<file path="src/rtl/mem_refill_arbiter_pkg.sv">
// Shared types for the main-memory refill arbiter: FSM states, transfer owner
// encoding and the byte-to-word shift used when stepping through a line.
package mem_arb_pkg;

   typedef enum logic [1:0] {
      IDLE    = 2'd0,
      I_BURST = 2'd1,
      D_BURST = 2'd2,
      DONE    = 2'd3
   } arbState_t;

   typedef enum logic {
      OWN_I = 1'b0,
      OWN_D = 1'b1
   } owner_t;

   localparam int WORD_SHIFT = 2;

endpackage

</file>
<file path="src/rtl/mem_refill_arbiter_beat_counter.sv">
// Word counter for one line burst: cleared at grant, advanced on each memory
// ack, and flags the final word of the line.
module refill_beat_counter #(
   parameter int LINE_WORDS = 8,
   localparam int IDX_W     = $clog2(LINE_WORDS)
) (
   input  logic             clk,
   input  logic             rst_n,
   input  logic             clear,
   input  logic             incr,
   output logic [IDX_W-1:0] idx,
   output logic             isLast
);

   // Clear wins over increment so a new grant always starts at word 0.
   always_ff @(posedge clk or negedge rst_n) begin
      if (!rst_n) begin
         idx <= '0;
      end else if (clear) begin
         idx <= '0;
      end else if (incr) begin
         idx <= idx + 1'b1;
      end
   end

   assign isLast = (idx == IDX_W'(LINE_WORDS - 1));

endmodule

</file>
<file path="src/rtl/mem_refill_arbiter.sv">
// Arbitrates the single main-memory port between I-cache and D-cache line
// transfers, sequencing each line as a word-by-word burst against mem_ack.
module mem_refill_arbiter
   import mem_arb_pkg::*;
#(
   parameter int LINE_WORDS = 8,
   parameter int ADDR_W     = 32,
   parameter int DATA_W     = 32
) (
   input  logic                          clk,
   input  logic                          rst_n,
   input  logic                          ic_req,
   input  logic [ADDR_W-1:0]             ic_addr,
   output logic                          ic_gnt,
   output logic                          ic_rvalid,
   output logic [DATA_W-1:0]             ic_rdata,
   output logic                          ic_done,
   input  logic                          dc_req,
   input  logic                          dc_we,
   input  logic [ADDR_W-1:0]             dc_addr,
   input  logic [DATA_W-1:0]             dc_wdata,
   output logic                          dc_gnt,
   output logic                          dc_rvalid,
   output logic [DATA_W-1:0]             dc_rdata,
   output logic                          dc_done,
   output logic                          dc_wready,
   output logic [$clog2(LINE_WORDS)-1:0] beat_idx,
   output logic                          mem_req,
   output logic                          mem_we,
   output logic [ADDR_W-1:0]             mem_addr,
   output logic [DATA_W-1:0]             mem_wdata,
   input  logic                          mem_ack,
   input  logic [DATA_W-1:0]             mem_rdata
);

   localparam int IDX_W    = $clog2(LINE_WORDS);
   localparam int OFF_BITS = IDX_W + WORD_SHIFT;
   localparam logic [ADDR_W-1:0] LINE_MASK = {ADDR_W{1'b1}} << OFF_BITS;

   arbState_t         state;
   owner_t            owner;
   logic [ADDR_W-1:0] baseAddr;
   logic              writeFlag;

   logic inBurst;
   logic inIBurst;
   logic inDBurst;
   logic beatAck;
   logic startGrant;
   logic lastBeat;
   logic readBeat;

   assign inIBurst   = (state == I_BURST);
   assign inDBurst   = (state == D_BURST);
   assign inBurst    = inIBurst || inDBurst;
   assign beatAck    = inBurst && mem_ack;
   assign startGrant = (state == IDLE) && (dc_req || ic_req);

   refill_beat_counter #(
      .LINE_WORDS (LINE_WORDS)
   ) beatCounter (
      .clk    (clk),
      .rst_n  (rst_n),
      .clear  (startGrant),
      .incr   (beatAck),
      .idx    (beat_idx),
      .isLast (lastBeat)
   );

   // Arbitration and burst sequencing. D wins ties because a D miss always
   // belongs to the older instruction in the pipeline. Requests are only
   // looked at in IDLE, so a dropped req cannot abort a burst in flight.
   always_ff @(posedge clk or negedge rst_n) begin
      if (!rst_n) begin
         state     <= IDLE;
         owner     <= OWN_I;
         baseAddr  <= '0;
         writeFlag <= 1'b0;
         ic_gnt    <= 1'b0;
         dc_gnt    <= 1'b0;
      end else begin
         ic_gnt <= 1'b0;
         dc_gnt <= 1'b0;
         case (state)
            IDLE: begin
               if (dc_req) begin
                  state     <= D_BURST;
                  owner     <= OWN_D;
                  baseAddr  <= dc_addr & LINE_MASK;
                  writeFlag <= dc_we;
                  dc_gnt    <= 1'b1;
               end else if (ic_req) begin
                  state     <= I_BURST;
                  owner     <= OWN_I;
                  baseAddr  <= ic_addr & LINE_MASK;
                  writeFlag <= 1'b0;
                  ic_gnt    <= 1'b1;
               end
            end
            I_BURST, D_BURST: begin
               if (mem_ack && lastBeat) begin
                  state <= DONE;
               end
            end
            DONE: begin
               state <= IDLE;
            end
            default: begin
               state <= IDLE;
            end
         endcase
      end
   end

   // Memory side depends only on state and latched burst context, so it holds
   // steady across wait states; the address wraps modulo 2^ADDR_W.
   assign mem_req   = inBurst;
   assign mem_we    = inBurst && writeFlag;
   assign mem_addr  = inBurst ? (baseAddr + (ADDR_W'(beat_idx) << WORD_SHIFT)) : '0;
   assign mem_wdata = (inDBurst && writeFlag) ? dc_wdata : '0;

   assign readBeat  = beatAck && !writeFlag;
   assign ic_rvalid = readBeat && inIBurst;
   assign dc_rvalid = readBeat && inDBurst;
   assign ic_rdata  = inIBurst ? mem_rdata : '0;
   assign dc_rdata  = (inDBurst && !writeFlag) ? mem_rdata : '0;
   assign dc_wready = beatAck && inDBurst && writeFlag;

   assign ic_done = (state == DONE) && (owner == OWN_I);
   assign dc_done = (state == DONE) && (owner == OWN_D);

endmodule
</file>
<file path="config.mk">
export PLATFORM = sky130hd
export DESIGN_NAME = mem_refill_arbiter
export DESIGN_NICKNAME = d
export VERILOG_FILES = /design/src/rtl/mem_refill_arbiter_pkg.sv /design/src/rtl/mem_refill_arbiter_beat_counter.sv /design/src/rtl/mem_refill_arbiter.sv
export SDC_FILE = /design/constraint.sdc
export NUM_CORES = 1
export LEC_CHECK = 0
export BUFFER_PORTS_ARGS = -buffer_cell sky130_fd_sc_hd__clkbuf_2
export CORE_AREA = 2 2 108 110
export CTS_CLUSTER_SIZE = 8
export DETAILED_ROUTE_END_ITERATION = 6
export DIE_AREA = 0 0 110 112
export PLACE_DENSITY = 0.57
export SETUP_SLACK_MARGIN = 0.05
export SLEW_MARGIN = 20
export SYNTH_ARGS = -nofsm -noshare
export SYNTH_HDL_FRONTEND = slang
export SYNTH_SLANG_ARGS = --single-unit
</file>
<file path="constraint.sdc">
create_clock -name clk -period 1.6 [get_ports clk]
set_input_delay 0.24 -clock clk [delete_from_list [all_inputs] [get_ports clk]]
set_output_delay 0.24 -clock clk [all_outputs]
set_load 0.05 [all_outputs]
</file>
After elaboration in Yosys (flattened, before gate mapping)
Cells that the tools add are included.
- add/sub/neg operators: 2
- equality and inequality tests: 6
- mux-type cells: 20
- bitwise logic cells: 1
- reductions and logical operators: 22
- operator list (kind ; count):
    32-bit 2-to-1 mux ; 6
    32-bit by 5-bit adder with 32-bit output ; 1
    1-bit logical AND ; 13
    1-bit 2-to-1 mux ; 8
    2-bit 2-to-1 mux ; 3
    3-bit 2-to-1 mux ; 2
    2-bit one-hot mux with 3 select lines ; 1
    2-bit == test, second input constant ; 2
    2-bit AND reduction ; 2
    2-bit nonzero test ; 2
    3-bit by 1-bit adder with 3-bit output, second input constant ; 1
    3-bit == test, second input constant ; 1
    3-bit inequality test, second input constant ; 1
    2-bit by 1-bit == test with 1-bit output, second input constant ; 1
    2-bit zero test ; 1
    1-bit logical OR ; 2
    2-bit inequality test, second input constant ; 1
    2-bit OR reduction ; 1
    1-bit zero test ; 1
    1-bit inverter ; 1
- register bits after elaboration: 41
- bits of input ports: 134
- output and inout bits: 140
- logic and storage cells: 58

Longest topological paths before layout
- depth after elaboration: 5
- mapped depth: 7
- depth with buffers taken out: 5

Cells and area by module
Synthesis repeated with hierarchy kept, for this count alone.
- cells, all modules: 312
- area total of the unflattened synthesis: 2695.1 um2
- by module, submodules not included (module ; times used ; cells each ; area an instance (um2) ; seq. area each (um2)):
    mem_refill_arbiter ; 1 ; 301 ; 2555.0 ; 825.8
    refill_beat_counter ; 1 ; 11 ; 140.1 ; 75.1

Worst setup path after synthesis
No wires, ideal clock.
- path kind: flip-flop to output port
- start: register state[0]
- end: output ic_rvalid
- data arrival time: 2528 ps
- data required time: 1360 ps
- setup slack: -1168 ps
- cell stages (with the launch flop): 6
- buffers on the path: 1
- path through: dfrtp_1 inv_1 ha_1 buf_6 nand2_1 nor3b_1
- longest elaborated chain between the ends: 5
- elaborated cells between the ends (all ways): 6
- those cells by class: eq/ne (2); reduce/logical (4)
- ends and longest elaborated chain (item ; RTL line ; text):
    start: declaration ; mem_refill_arbiter.sv:40 ; arbState_t state;
    start signal: assignment ; mem_refill_arbiter.sv:75 ; state <= IDLE;
    start signal: assignment ; mem_refill_arbiter.sv:87 ; state <= D_BURST;
    start signal: assignment ; mem_refill_arbiter.sv:93 ; state <= I_BURST;
    2-bit by 1-bit == test with 1-bit output / 2-bit == test (equally long branches) ; mem_refill_arbiter.sv:53, mem_refill_arbiter.sv:54 ;
    1-bit logical OR (*) ; mem_refill_arbiter.sv:55 ; assign inBurst = inIBurst || inDBurst;
    net mem_req ; mem_refill_arbiter.sv:28 ; output logic mem_req,
    1-bit logical AND (*) ; mem_refill_arbiter.sv:56 ; assign beatAck = inBurst && mem_ack;
    1-bit logical AND (*) ; mem_refill_arbiter.sv:122 ; assign readBeat = beatAck && !writeFlag;
    1-bit logical AND (*) ; mem_refill_arbiter.sv:123 ; assign ic_rvalid = readBeat && inIBurst;
    end: declaration ; mem_refill_arbiter.sv:15 ; output logic ic_rvalid,
Mark *: on every way through the listed nets, which the timed path passes. The rest lies on a longest branch.

Final worst setup path
- start: register state[0]
- end: output dc_rdata[18]
- longest elaborated chain between the ends: 3
- ends and longest elaborated chain (item ; RTL line ; text):
    2-bit == test ; mem_refill_arbiter.sv:54 ; assign inDBurst = (state == D_BURST);
    1-bit logical AND ; mem_refill_arbiter.sv:126 ; assign dc_rdata = (inDBurst && !writeFlag) ? mem_rdata : '0;
    32-bit 2-to-1 mux ; mem_refill_arbiter.sv:126 ;
    end: declaration ; mem_refill_arbiter.sv:24 ; output logic [DATA_W-1:0] dc_rdata,
No other way between the ends.

==> impl_metrics.py <==
metrics = {
    "synthesis": {
        "async_flop_share": 1.00,
        "synth_common_cells": "96 x and2_1, 37 x nand2_1, 36 x dfrtp_1, 33 x and3_1, 27 x mux2i_1",
        "synth_area_um2": 2740,
        "yosys_warnings": 0,
        "synth_ff_type": "dfrtp_1",
        "synth_cell_type_count": 31,
        "synth_most_common_cell": "and2_1",
        "synth-seq-area-share": 0.329,
        "synth_top_cell_by_area": "dfrtp_1",
        "synth_top_area_share": 0.329,
        "synth_edf_count": 0,
        "synth_area_leaders": "dfrtp_1 33%, and2_1 22%, mux2i_1 9.9%, and3_1 7.5%, nand2_1 5.1%",
        "ys_ff_latch": 36,
        "syn_inst": 315,
        "avgSynthCellArea_um2": 8.69,
    },
    "power_and_ir_drop": {
        "p_int_mw": 8.98,
        "swShare": 0.467,
        "leakagePower_nw": 3.52,
        "power.share.sequential": 0.095,
        "peakVddDrop_uv": 1330,
        "p_per_area_nw_per_um2": 2320,
        "combPwrFrac": 0.846,
        "power_frac_clock": 0.059,
        "power.switching_mw": 7.85,
    },
    "clocking": {
        "htree_levels": 2,
        "clock_latency_ps": 280,
        "cts_tree": "yes",
        "clockBufferDepth": 2,
        "numCtsBuffers": 5,
        "clkSlewWorstSetupHoldPaths_ps": 60,
        "cts_sinks": 36,
        "cts-root-buf": "clkbuf_16",
    },
    "finish": {
        "stdcell_area_um2": 7260,
        "num-nets-final": 730,
        "nFillCells": 778,
        "fin_util": 0.650,
        "drive_gt1_frac": 0.781,
        "area_growth_pct": 165,
    },
    "floorplan": {
        "die_w_um": 110,
        "core_um2": 11200,
        "rows": 39,
        "start_util": 0.245,
        "num_io_pins": 274,
        "die-area_um2": 12300,
        "die_height_um": 112,
    },
    "sta": {
        "finalCritPeriodShare": 1.19,
        "hold_viol_final": 0,
        "skew_ps": 4.67,
        "final.setup.tns_ps": -26870,
        "setup-violations-final": 135,
        "fin_crit_ps": 1900,
        "layout_setup_ws_ps": -302,
        "rsz0062_at_grt": "true",
        "fmax_mhz": 526,
        "maxSlewViolCount": 0,
    },
    "setup_path": {
        "crit_start": "state[0]$_DFFE_PN0P_",
        "crit_path_top_delay_cell": "dfrtp_1",
        "critPathMaxFanout": 8,
        "cp_cell_sequence": "inv_2 -> ha_4 -> nor2b_4 -> buf_6 -> clkbuf_16 -> and2_4 -> clkbuf_16",
        "setup.worst_path.end_class": "output port",
        "cpMostUsedCell": "clkbuf_16",
        "cp.required_ps": 1360,
        "start_kind": "flop",
        "timing.rr.start": "state[0]$_DFFE_PN0P_",
        "max_stage_delay_ps": 380,
        "arrival_ps": 1660,
        "worst-setup-path-type": "flop to output port",
    },
    "grt": {
        "grtUsageTotal": 0.199,
        "grt_pass1_wl_um": 18800,
        "antenna_found_initial": 1,
        "grt_max_degree": 43,
        "grt_pass1_vias": 3388,
        "grt-ovfl-total": 0,
    },
    "outcome": {
        "outcome": "complete, but fails checks",
        "violations": "negative setup slack",
    },
    "detailed_routing": {
        "viasPerCell": 4.62,
        "wl_per_cell_um": 19.8,
        "ant_nets": 0,
        "drt_iter0_markers": 160,
        "drt_wl_total_um": 14500,
        "num_vias": 3394,
        "first_pass_iters": 4,
        "route.detailed.drc": 0,
    },
    "worst_hold_path": {
        "hp-class": "input port to async pin",
    },
    "place": {
        "io_buffers": 261,
        "placed_area_um2": 4970,
        "dp_hpwl_um": 8140,
        "gp_congestion": 0.737,
    },
    "job": {
        "max_cap_viol_count": 0,
    },
}
worst paths after layout:
check / endpoint / slack [ps] / depth (start not counted)
min in group clk: writeFlag$_DFFE_PN0P_ / 190 / 2
max reg2reg: state[1]$_DFFE_PN0P_ / -80 / 7
min: baseAddr[12]$_DFFE_PN0P_ / 10 / 2
max: dc_rdata[18] / -300 / 7
min reg2reg: baseAddr[14]$_DFFE_PN0P_ / 480 / 2
max in group asynchronous: state[1]$_DFFE_PN0P_ / 1230 / 2
state kept, by name, summed over array words and instances (netlist names):
signal / count
baseAddr: 27
beatCounter.idx: 3
state: 2
dc_gnt: 1
ic_gnt: 1
owner: 1
writeFlag: 1
repair_timing:
item	in CTS	in global routing
pin swaps	10	24
setup buffers	8	3
resized for setup	283	140
gates cloned	4	5
hold buffers	0	0
setup endpoints to repair	136	136
cells by family (layout without fill, tap and decap cells):
kind of cell / count (synthesis) / after routing / share of synthesized area
simple gates: 176 / 176 / 0.368
flops: 36 / 36 / 0.329
compound gates: 33 / 33 / 0.0855
buf+inv: 32 / 306 / 0.0709
mux: 29 / 29 / 0.110
fa+ha+maj: 7 / 7 / 0.0320
other cells: 1 / 3 / 0.00137
xor+xnor: 1 / 1 / 0.00320
power by group through the flow:
| stage | sequential, mW | clock, mW | combinational, mW |
|---|---|---|---|
| global route | 1.67 | 1.08 | 14.8 |
| floorplan | 1.66 | 0 | 6.72 |
| CTS | 1.59 | 1.02 | 13.0 |
| global placement | 1.58 | 0 | 9.35 |
| detailed placement | 1.59 | 0 | 9.43 |
| finish | 1.60 | 0.985 | 14.2 |
per-stage QoR:
| step | hold slack (ps) | setup WS (ps) | cells | power (mW) |
|---|---|---|---|---|
| 2_1_floorplan | -55.6 | -173 | 316 | 8.38 |
| 3_3_place_gp | 315 | -160 | 706 | 10.9 |
| 3_5_place_dp | 324 | -177 | 706 | 11.0 |
| 4_1_cts | 27.1 | -292 | 726 | 15.6 |
| 5_1_grt | 65.2 | -374 | 734 | 17.5 |
| 6_report | 10.2 | -302 | 734 | 16.8 |
per-layer routing:
layer  wire length [um]  global-route usage  up-vias
met5                  0                   0        -
met4                537              0.0684        0
met3               1340              0.0527       35
met2               7590               0.357      199
met1               5060               0.224     1577
li1                   -                   -     1583
placed cells by master, fill, tap and decap left out, drive strengths merged, types with 2 or more instances in the layout:
| master | instances |
|---|---|
| clkbuf | 196 |
| buf | 105 |
| and2 | 96 |
| nand2 | 37 |
| dfrtp | 36 |
| and3 | 33 |
| o21ai | 28 |
| mux2i | 27 |
| ha | 7 |
| inv | 4 |
| nor2 | 3 |
| mux2 | 2 |
| nand3 | 2 |
| a21oi | 2 |
| conb | 2 |
| nor2b | 2 |
| nand2b | 2 |
worst max-delay path, delay by kind of cell, from the launching register on:
kind	cells	cell delay, ps
simple gates	2	310
buf+inv	4	560
flops	1	380
fa+ha+maj	1	130
final cells by class:
type	count	area (um2)	share of cell area
inverters	4	15.0	0.00207
diodes	1	2.50	0.000344
clock buffers	7	143	0.0196
well taps	143	179	0.0246
clock inverters	1	7.51	0.00103
repair buffers	294	3880	0.534
multi-input cells	248	2130	0.294
flip-flops and latches	36	905	0.125
No activity file was read; power rests on OpenSTA's default activity.
